<file path="config.mk">
export PLATFORM = sky130hd
export DESIGN_NAME = mma_packet_tx
export DESIGN_NICKNAME = d
export VERILOG_FILES = /design/src/rtl/mma_pkt_pkg.sv /design/src/rtl/mma_tx_byte_hs.sv /design/src/rtl/mma_packet_tx.sv
export SDC_FILE = /design/constraint.sdc
export NUM_CORES = 1
export LEC_CHECK = 0
export CORE_ASPECT_RATIO = 1.2
export CORE_MARGIN = 5
export CORE_UTILIZATION = 40
export CTS_CLUSTER_DIAMETER = 150
export DETAILED_ROUTE_END_ITERATION = 7
export GPL_TIMING_DRIVEN = 0
export PLACE_DENSITY = 0.67
export SYNTH_ARGS = -nofsm -noshare
export SYNTH_HDL_FRONTEND = slang
export SYNTH_SLANG_ARGS = --single-unit
export TNS_END_PERCENT = 10
</file>
<file path="constraint.sdc">
create_clock -name clk -period 2.7 [get_ports clk]
set_input_delay 0.81 -clock clk [delete_from_list [all_inputs] [get_ports clk]]
set_output_delay 0.81 -clock clk [all_outputs]
set_load 0.02 [all_outputs]
</file>
<file path="src/rtl/mma_pkt_pkg.sv">
// Shared definitions for the MMA packet framer and the matching RX deframer.
// Build option: MMA_PKT_CRC8_EN selects CRC-8 for the trailing check byte.
// When MMA_PKT_CRC8_EN is not defined, the check byte is the two's-complement sum.
package mma_pkt_pkg;

  localparam logic [7:0] SOF_DEFAULT = 8'hA5;
  localparam logic [7:0] CRC8_POLY   = 8'h07;

  typedef enum logic [2:0] {
    StIdle,
    StSof,
    StLen,
    StLoad,
    StData,
    StCsum,
    StDone
  } tx_state_e;

  typedef enum logic [1:0] {
    HsIdle,
    HsIssue,
    HsDrain
  } hs_phase_e;

  // CRC-8, MSB first, no reflection, no final XOR.
  function automatic logic [7:0] crc8_update(input logic [7:0] crc, input logic [7:0] data);
    logic [7:0] c;
    c = crc ^ data;
    for (int i = 0; i < 8; i++) begin
      c = c[7] ? ({c[6:0], 1'b0} ^ CRC8_POLY) : {c[6:0], 1'b0};
    end
    return c;
  endfunction

  // Fold one byte into the running check value.
  function automatic logic [7:0] check_update(input logic [7:0] acc, input logic [7:0] data);
`ifdef MMA_PKT_CRC8_EN
    return crc8_update(acc, data);
`else
    return acc + data;
`endif
  endfunction

  // Byte actually placed on the wire for the running check value.
  function automatic logic [7:0] check_final(input logic [7:0] acc);
`ifdef MMA_PKT_CRC8_EN
    return acc;
`else
    return 8'h00 - acc;
`endif
  endfunction

endpackage

</file>
<file path="src/rtl/mma_tx_byte_hs.sv">
// One-byte UART transmit handshake: ISSUE holds tx_begin until busy is seen,
// DRAIN waits for busy to fall. A timeout aborts ISSUE if busy never rises.
module mma_tx_byte_hs
  import mma_pkt_pkg::*;
#(
  parameter int unsigned HS_TIMEOUT = 1024
) (
  input  logic       clk,
  input  logic       reset_n,
  input  logic       send,
  input  logic [7:0] tx_byte,
  input  logic       uart_tx_busy,
  output logic [7:0] uart_tx_data,
  output logic       uart_tx_begin,
  output logic       byte_done,
  output logic       timeout
);

  localparam int unsigned CntW = $clog2(HS_TIMEOUT + 1);
  localparam logic [CntW-1:0] CntLast = CntW'(HS_TIMEOUT - 1);

  hs_phase_e       phase_q, phase_d;
  logic [7:0]      data_q, data_d;
  logic [CntW-1:0] cnt_q, cnt_d;

  // Phase register, held byte and ISSUE cycle counter.
  always_ff @(posedge clk or negedge reset_n) begin
    if (!reset_n) begin
      phase_q <= HsIdle;
      data_q  <= 8'h00;
      cnt_q   <= '0;
    end else begin
      phase_q <= phase_d;
      data_q  <= data_d;
      cnt_q   <= cnt_d;
    end
  end

  // Next phase; byte_done and timeout are same-cycle strobes to the sequencer.
  always_comb begin
    phase_d   = phase_q;
    data_d    = data_q;
    cnt_d     = cnt_q;
    byte_done = 1'b0;
    timeout   = 1'b0;
    case (phase_q)
      HsIdle: begin
        if (send) begin
          phase_d = HsIssue;
          data_d  = tx_byte;
          cnt_d   = '0;
        end
      end
      HsIssue: begin
        if (uart_tx_busy) begin
          phase_d = HsDrain;
        end else if (cnt_q == CntLast) begin
          timeout = 1'b1;
          phase_d = HsIdle;
        end else begin
          cnt_d = cnt_q + CntW'(1);
        end
      end
      HsDrain: begin
        if (!uart_tx_busy) begin
          byte_done = 1'b1;
          phase_d   = HsIdle;
        end
      end
      default: phase_d = HsIdle;
    endcase
  end

  // Data stays on the bus from ISSUE until the next byte is loaded.
  assign uart_tx_data  = data_q;
  assign uart_tx_begin = (phase_q == HsIssue);

endmodule

</file>
<file path="src/rtl/mma_packet_tx.sv">
// Packet framer: [SOF][LEN][payload MSB first][CSUM] over the UART byte port.
// Build option: MMA_PKT_CRC8_EN turns the CSUM byte into CRC-8 (see mma_pkt_pkg).
module mma_packet_tx
  import mma_pkt_pkg::*;
#(
  parameter int unsigned DATA_WIDTH = 16,
  parameter logic [7:0]  SOF_BYTE   = SOF_DEFAULT,
  parameter int unsigned HS_TIMEOUT = 1024
) (
  input  logic                  clk,
  input  logic                  reset_n,
  input  logic                  pkt_start,
  input  logic [7:0]            pkt_len,
  input  logic [DATA_WIDTH-1:0] word_data,
  input  logic                  word_valid,
  output logic                  word_ready,
  output logic [7:0]            uart_tx_data,
  output logic                  uart_tx_begin,
  input  logic                  uart_tx_busy,
  output logic                  busy,
  output logic                  done,
  output logic                  hs_error
);

  localparam int unsigned BPW = DATA_WIDTH / 8;
  localparam int unsigned BcW = (BPW > 1) ? $clog2(BPW) : 1;

  tx_state_e             state_q, state_d;
  logic [7:0]            word_cnt_q, word_cnt_d;
  logic [BcW-1:0]        byte_cnt_q, byte_cnt_d;
  logic [DATA_WIDTH-1:0] shift_q, shift_d;
  logic [7:0]            csum_q, csum_d;
  logic                  sent_q, sent_d;
  logic                  hs_error_q, hs_error_d;

  logic       send;
  logic [7:0] tx_byte;
  logic       byte_done;
  logic       hs_timeout;

  mma_tx_byte_hs #(
    .HS_TIMEOUT (HS_TIMEOUT)
  ) u_byte_hs (
    .clk           (clk),
    .reset_n       (reset_n),
    .send          (send),
    .tx_byte       (tx_byte),
    .uart_tx_busy  (uart_tx_busy),
    .uart_tx_data  (uart_tx_data),
    .uart_tx_begin (uart_tx_begin),
    .byte_done     (byte_done),
    .timeout       (hs_timeout)
  );

  // Sequencer state, counters, payload shifter and running check value.
  always_ff @(posedge clk or negedge reset_n) begin
    if (!reset_n) begin
      state_q    <= StIdle;
      word_cnt_q <= 8'h00;
      byte_cnt_q <= '0;
      shift_q    <= '0;
      csum_q     <= 8'h00;
      sent_q     <= 1'b0;
      hs_error_q <= 1'b0;
    end else begin
      state_q    <= state_d;
      word_cnt_q <= word_cnt_d;
      byte_cnt_q <= byte_cnt_d;
      shift_q    <= shift_d;
      csum_q     <= csum_d;
      sent_q     <= sent_d;
      hs_error_q <= hs_error_d;
    end
  end

  // Byte sequencing: each byte state issues one send, then waits for done or timeout.
  always_comb begin
    state_d    = state_q;
    word_cnt_d = word_cnt_q;
    byte_cnt_d = byte_cnt_q;
    shift_d    = shift_q;
    csum_d     = csum_q;
    sent_d     = sent_q;
    hs_error_d = 1'b0;
    send       = 1'b0;
    word_ready = 1'b0;

    case (state_q)
      StSof:   tx_byte = SOF_BYTE;
      StLen:   tx_byte = word_cnt_q;
      StData:  tx_byte = shift_q[DATA_WIDTH-1 -: 8];
      StCsum:  tx_byte = check_final(csum_q);
      default: tx_byte = 8'h00;
    endcase

    case (state_q)
      StIdle: begin
        if (pkt_start) begin
          word_cnt_d = pkt_len;
          byte_cnt_d = '0;
          csum_d     = 8'h00;
          sent_d     = 1'b0;
          state_d    = StSof;
        end
      end
      StLoad: begin
        word_ready = 1'b1;
        if (word_valid) begin
          shift_d = word_data;
          state_d = StData;
        end
      end
      StSof, StLen, StData, StCsum: begin
        if (!sent_q) begin
          send   = 1'b1;
          sent_d = 1'b1;
          // SOF and the check byte itself are excluded from the check value.
          if (state_q == StLen || state_q == StData) begin
            csum_d = check_update(csum_q, tx_byte);
          end
        end else if (hs_timeout) begin
          sent_d     = 1'b0;
          hs_error_d = 1'b1;
          state_d    = StIdle;
        end else if (byte_done) begin
          sent_d = 1'b0;
          case (state_q)
            StSof: state_d = StLen;
            StLen: state_d = (word_cnt_q == 8'h00) ? StCsum : StLoad;
            StData: begin
              shift_d = shift_q << 8;
              if (byte_cnt_q == BcW'(BPW - 1)) begin
                byte_cnt_d = '0;
                word_cnt_d = word_cnt_q - 8'd1;
                state_d    = (word_cnt_q == 8'd1) ? StCsum : StLoad;
              end else begin
                byte_cnt_d = byte_cnt_q + BcW'(1);
              end
            end
            default: state_d = StDone;
          endcase
        end
      end
      StDone:  state_d = StIdle;
      default: state_d = StIdle;
    endcase
  end

  assign busy     = (state_q != StIdle);
  assign done     = (state_q == StDone);
  assign hs_error = hs_error_q;

endmodule

</file>
==> impl_metrics.tcl <==
set metrics [dict create \
    layout-drive-gt1-share 0.199 \
    holdPathEnd "shift_q[7]" \
    cts_tree "built" \
    worst_hold_startpoint "shift_q[7]" \
    leakage_nw 2.06 \
    powerDensity_nw_per_um2 1240 \
    comb_power_share 0.566 \
    rr_worst_depth 13 \
    cp-start-kind "register" \
    fmax_mhz 366 \
    swShare 0.420 \
    cts-root-buf "clkbuf_8" \
    wire_per_inst_microns 15.7 \
    clkSinkCount 59 \
    setup_viol 1 \
    cp_num_buf_inv 4 \
    synth_area_leaders "dfrtp_1 (42%), nand2_1 (6.0%), o21ai_0 (4.9%), ha_1 (3.9%), mux2i_1 (3.4%)" \
    chipWidth_microns 95.3 \
    dp_cells 543 \
    path_cells "buf_6 -> clkinvlp_4 -> buf_4 -> nor2_4 -> buf_4 -> o2bb2ai_2 -> ha_4 -> nand3_1 -> o211ai_1 -> o41ai_2 -> xnor2_1 -> a21oi_1 -> mux2i_1" \
    status "finished, violations left" \
    violations "negative setup slack" \
    viasPerCell 5.44 \
    crit_path_max_incr_delay_ns 0.41 \
    wl_microns 9090 \
    fp-row-count 37 \
    h-tree-depth 3 \
    fin_nets 499 \
    end_kind "register" \
    grt_overflow 0 \
    worst-endpoint-required_ns 2.96 \
    syn_avg_cell_area_sq_um 9.10 \
    worst_slack_ns -0.0358 \
    gp_congestion 0.907 \
    cts.hold.buffers_added 0 \
    period_minus_slack_ns 2.74 \
    crit_top_cell "buf_4" \
    r2r_end "csum_q[7]" \
    synth_adder_area_share 0.0480 \
    clockPowerShare 0.173 \
    total_power_mw 5.74 \
    rsz0062_at_grt "true" \
    yosys_warnings 0 \
    fin_cells 580 \
    p_int_mw 3.33 \
    synth_edf_count 0 \
    startpoint "state_q[2]" \
    io_buffers 41 \
    start_util 0.408 \
    antenna_cells 0 \
    synth_compound_area_frac 0.193 \
    core-area_sq_um 8560 \
    nFillCells 762 \
    r2r_start "state_q[2]" \
    hold_path_class "register to register" \
    path_clk_slew_ns 0.07 \
    synthCells 384 \
    antenna_found_initial 0 \
    synthesis.nets 425 \
    irDropWorstVdd_mv 0.411 \
    tightest_slew_ns 0.775 \
    drv_cap 0 \
    ys_seq_elements 59 \
    arrival_ns 2.99 \
    seqPwrFrac 0.260 \
    crit_type "register to register" \
    synth_top_area_frac 0.422 \
    cpMaxStageDelayCell "o41ai_2" \
    drv_slew 0 \
    dp_slack_ns -0.621 \
    critPathMaxFanout 10 \
    rrSetupSlack_ns -0.04 \
    ys_seq_area_frac 0.422 \
    dp_hpwl_microns 6310 \
    grt_pass1_wl_microns 14900 \
    vias 3157 \
    grt.total_usage 0.175 \
    synthMuxAreaShare 0.0548 \
    area_growth_pct 32.8 \
    grt_pass1_vias 3092 \
    die_h_microns 112 \
    synth_top_family_by_area "simple AND/OR/NAND/NOR gates" \
    die_area_sq_um 10700 \
    first_iter_violations 201 \
    clkLatencyLatePin_ns 0.33 \
    ios 42 \
    clockBufferDepth 2 \
    path_delay_family "compound AO/OA/AOI/OAI gates" \
    synth_area_sq_um 3500 \
    fin_skew_ns 0.00837 \
    hold_viol 0 \
    min_path_cells 2 \
    fin_crit_sh 1.01 \
    slew_headroom 0.483 \
    drc_errors 0 \
    yosys.cell_types.count 57 \
    cts_made_buffers 9 \
    synth_area_leader_cell "dfrtp_1" \
    ys.flop_type "dfrtp_1" \
    antenna_left 0 \
    synthSimpleGateAreaFrac 0.194 \
    totalNegativeSetupSlack_ns -0.0358 \
    drt_pass1_iterations 5 \
    async_flop_share 1.00 \
    p_sw_mw 2.41 \
    synth_xor_area_frac 0.0451 \
    grt_max_degree 32 \
]
[placed cells by master, fill, tap and decap left out, types with 4 or more instances in the layout]
cell              n
nand3_1          12
clkbuf_1          7
xor2_1           13
a22o_1            6
o22ai_1           4
dfrtp_1          55
clkbuf_8         10
buf_4            24
nand2b_1          6
nand4_1           5
xnor2_1           5
ha_1              5
clkdlybuf4s50_1  37
nor2_1           22
nor3_1            9
a21o_1            4
dfrtp_2           4
nand2_1          56
ha_4              5
o211ai_1          5
o21ai_0          32
buf_6             4
mux2_2            5
inv_1             9
and2_1            4
buf_2             6
a22oi_1           6
a21oi_1          18
mux2i_1          12
[layout make-up]
cell class	count	area (sq um)	share of cell area
Multi-Input combinational cell	294	2020	0.436
Sequential cell	59	1480	0.319
Timing Repair Buffer	63	581	0.125
Tap cell	117	146	0.0315
Clock buffer	11	141	0.0305
Buffer	21	128	0.0275
Clock inverter	5	100	0.0216
Inverter	10	41.3	0.00889
[power groups by stage]
stage	combinational, mW	clock [mW]	sequential (mW)
3_5_place_dp	2.72	0	1.50
3_3_place_gp	2.66	0	1.49
6_report	3.25	0.993	1.49
2_1_floorplan	2.00	0	1.46
5_1_grt	3.58	1.05	1.54
4_1_cts	2.97	1.01	1.50
[flip-flops by register name (all words and copies together) (netlist names)]
register,count
byte_cnt_q,1
csum_q,8
hs_error,1
sent_q,1
shift_q,16
state_q,3
u_byte_hs.cnt_q,11
u_byte_hs.phase_q,2
u_byte_hs.uart_tx_data,8
word_cnt_q,8
[worst reg2reg max path, stage by stage, from the launching register on]
cell        delay (ns)
dfrtp_2           0.39
buf_6             0.16
clkinvlp_4        0.15
buf_4             0.18
nor2_4            0.13
buf_4             0.15
o2bb2ai_2         0.16
ha_4              0.26
nand3_1           0.08
o211ai_1          0.16
o41ai_2           0.41
xnor2_1           0.18
a21oi_1           0.09
mux2i_1           0.18
[cell usage after synthesis (2+ instances only)]
cell       count
a21o_1         4
a21oi_1       21
a22o_1         6
a22oi_1        7
a311oi_1       3
and2_1         4
and2b_1        2
and3_1         3
buf_1          2
buf_2          6
buf_4          5
clkbuf_1       7
dfrtp_1       59
ha_1          11
inv_1         10
mux2_2         5
mux2i_1       12
nand2_1       56
nand2b_1       7
nand3_1       12
nand3b_1       2
nand4_1        5
nor2_1        24
nor2b_1        3
nor3_1        10
nor3b_1        3
nor4_1         2
o211ai_1       5
o21ai_0       34
o21ai_1        3
o21bai_1       2
o22ai_1        4
o2bb2ai_1      3
o32ai_1        2
or3_1          2
xnor2_1        5
xor2_1        13
[timing repair]
action,CTS,global route
setup buffers,8,13
cloned,0,0
pin swaps,7,13
setup endpoints to repair,7,4
resized for setup,30,14
[worst max-delay path by stage]
stage / to / slack (ns) / cells after the start
floorplan: csum_q[7] / 0.06 / 12
global placement: u_byte_hs.uart_tx_data[6] / -1.17 / 1
detailed placement: csum_q[7] / -0.62 / 12
CTS: csum_q[7] / -0.02 / 12
global route: csum_q[7] / -0.15 / 13
finish: csum_q[7] / -0.04 / 13
[routing by layer]
layer,global-route usage,up-vias,share of wire
li1,-,1529,-
met1,0.231,1495,0.43
met2,0.278,105,0.49
met3,0.0342,28,0.047
met4,0.0731,0,0.036
met5,0,-,0
[metrics by stage]
stage	utilization	hold WS, ns	area (sq um)
2_1_floorplan	-	0.450	3500
3_3_place_gp	0.473	0.461	4050
3_5_place_dp	0.475	0.471	4070
4_1_cts	0.523	0.490	4480
5_1_grt	0.542	0.518	4640
6_report	0.542	0.481	4640
[cell families (layout without fill, tap and decap cells)]
family,Yosys count,in the layout
buffers and inverters,31,110
adder cells (fa/ha/maj),13,13
multiplexers,18,18
AO/OA/AOI/OAI,105,105
flip-flops,59,59
XOR/XNOR,18,18
AND/OR/NAND/NOR,140,140
Note: power is estimated with default switching activity, not from simulation.
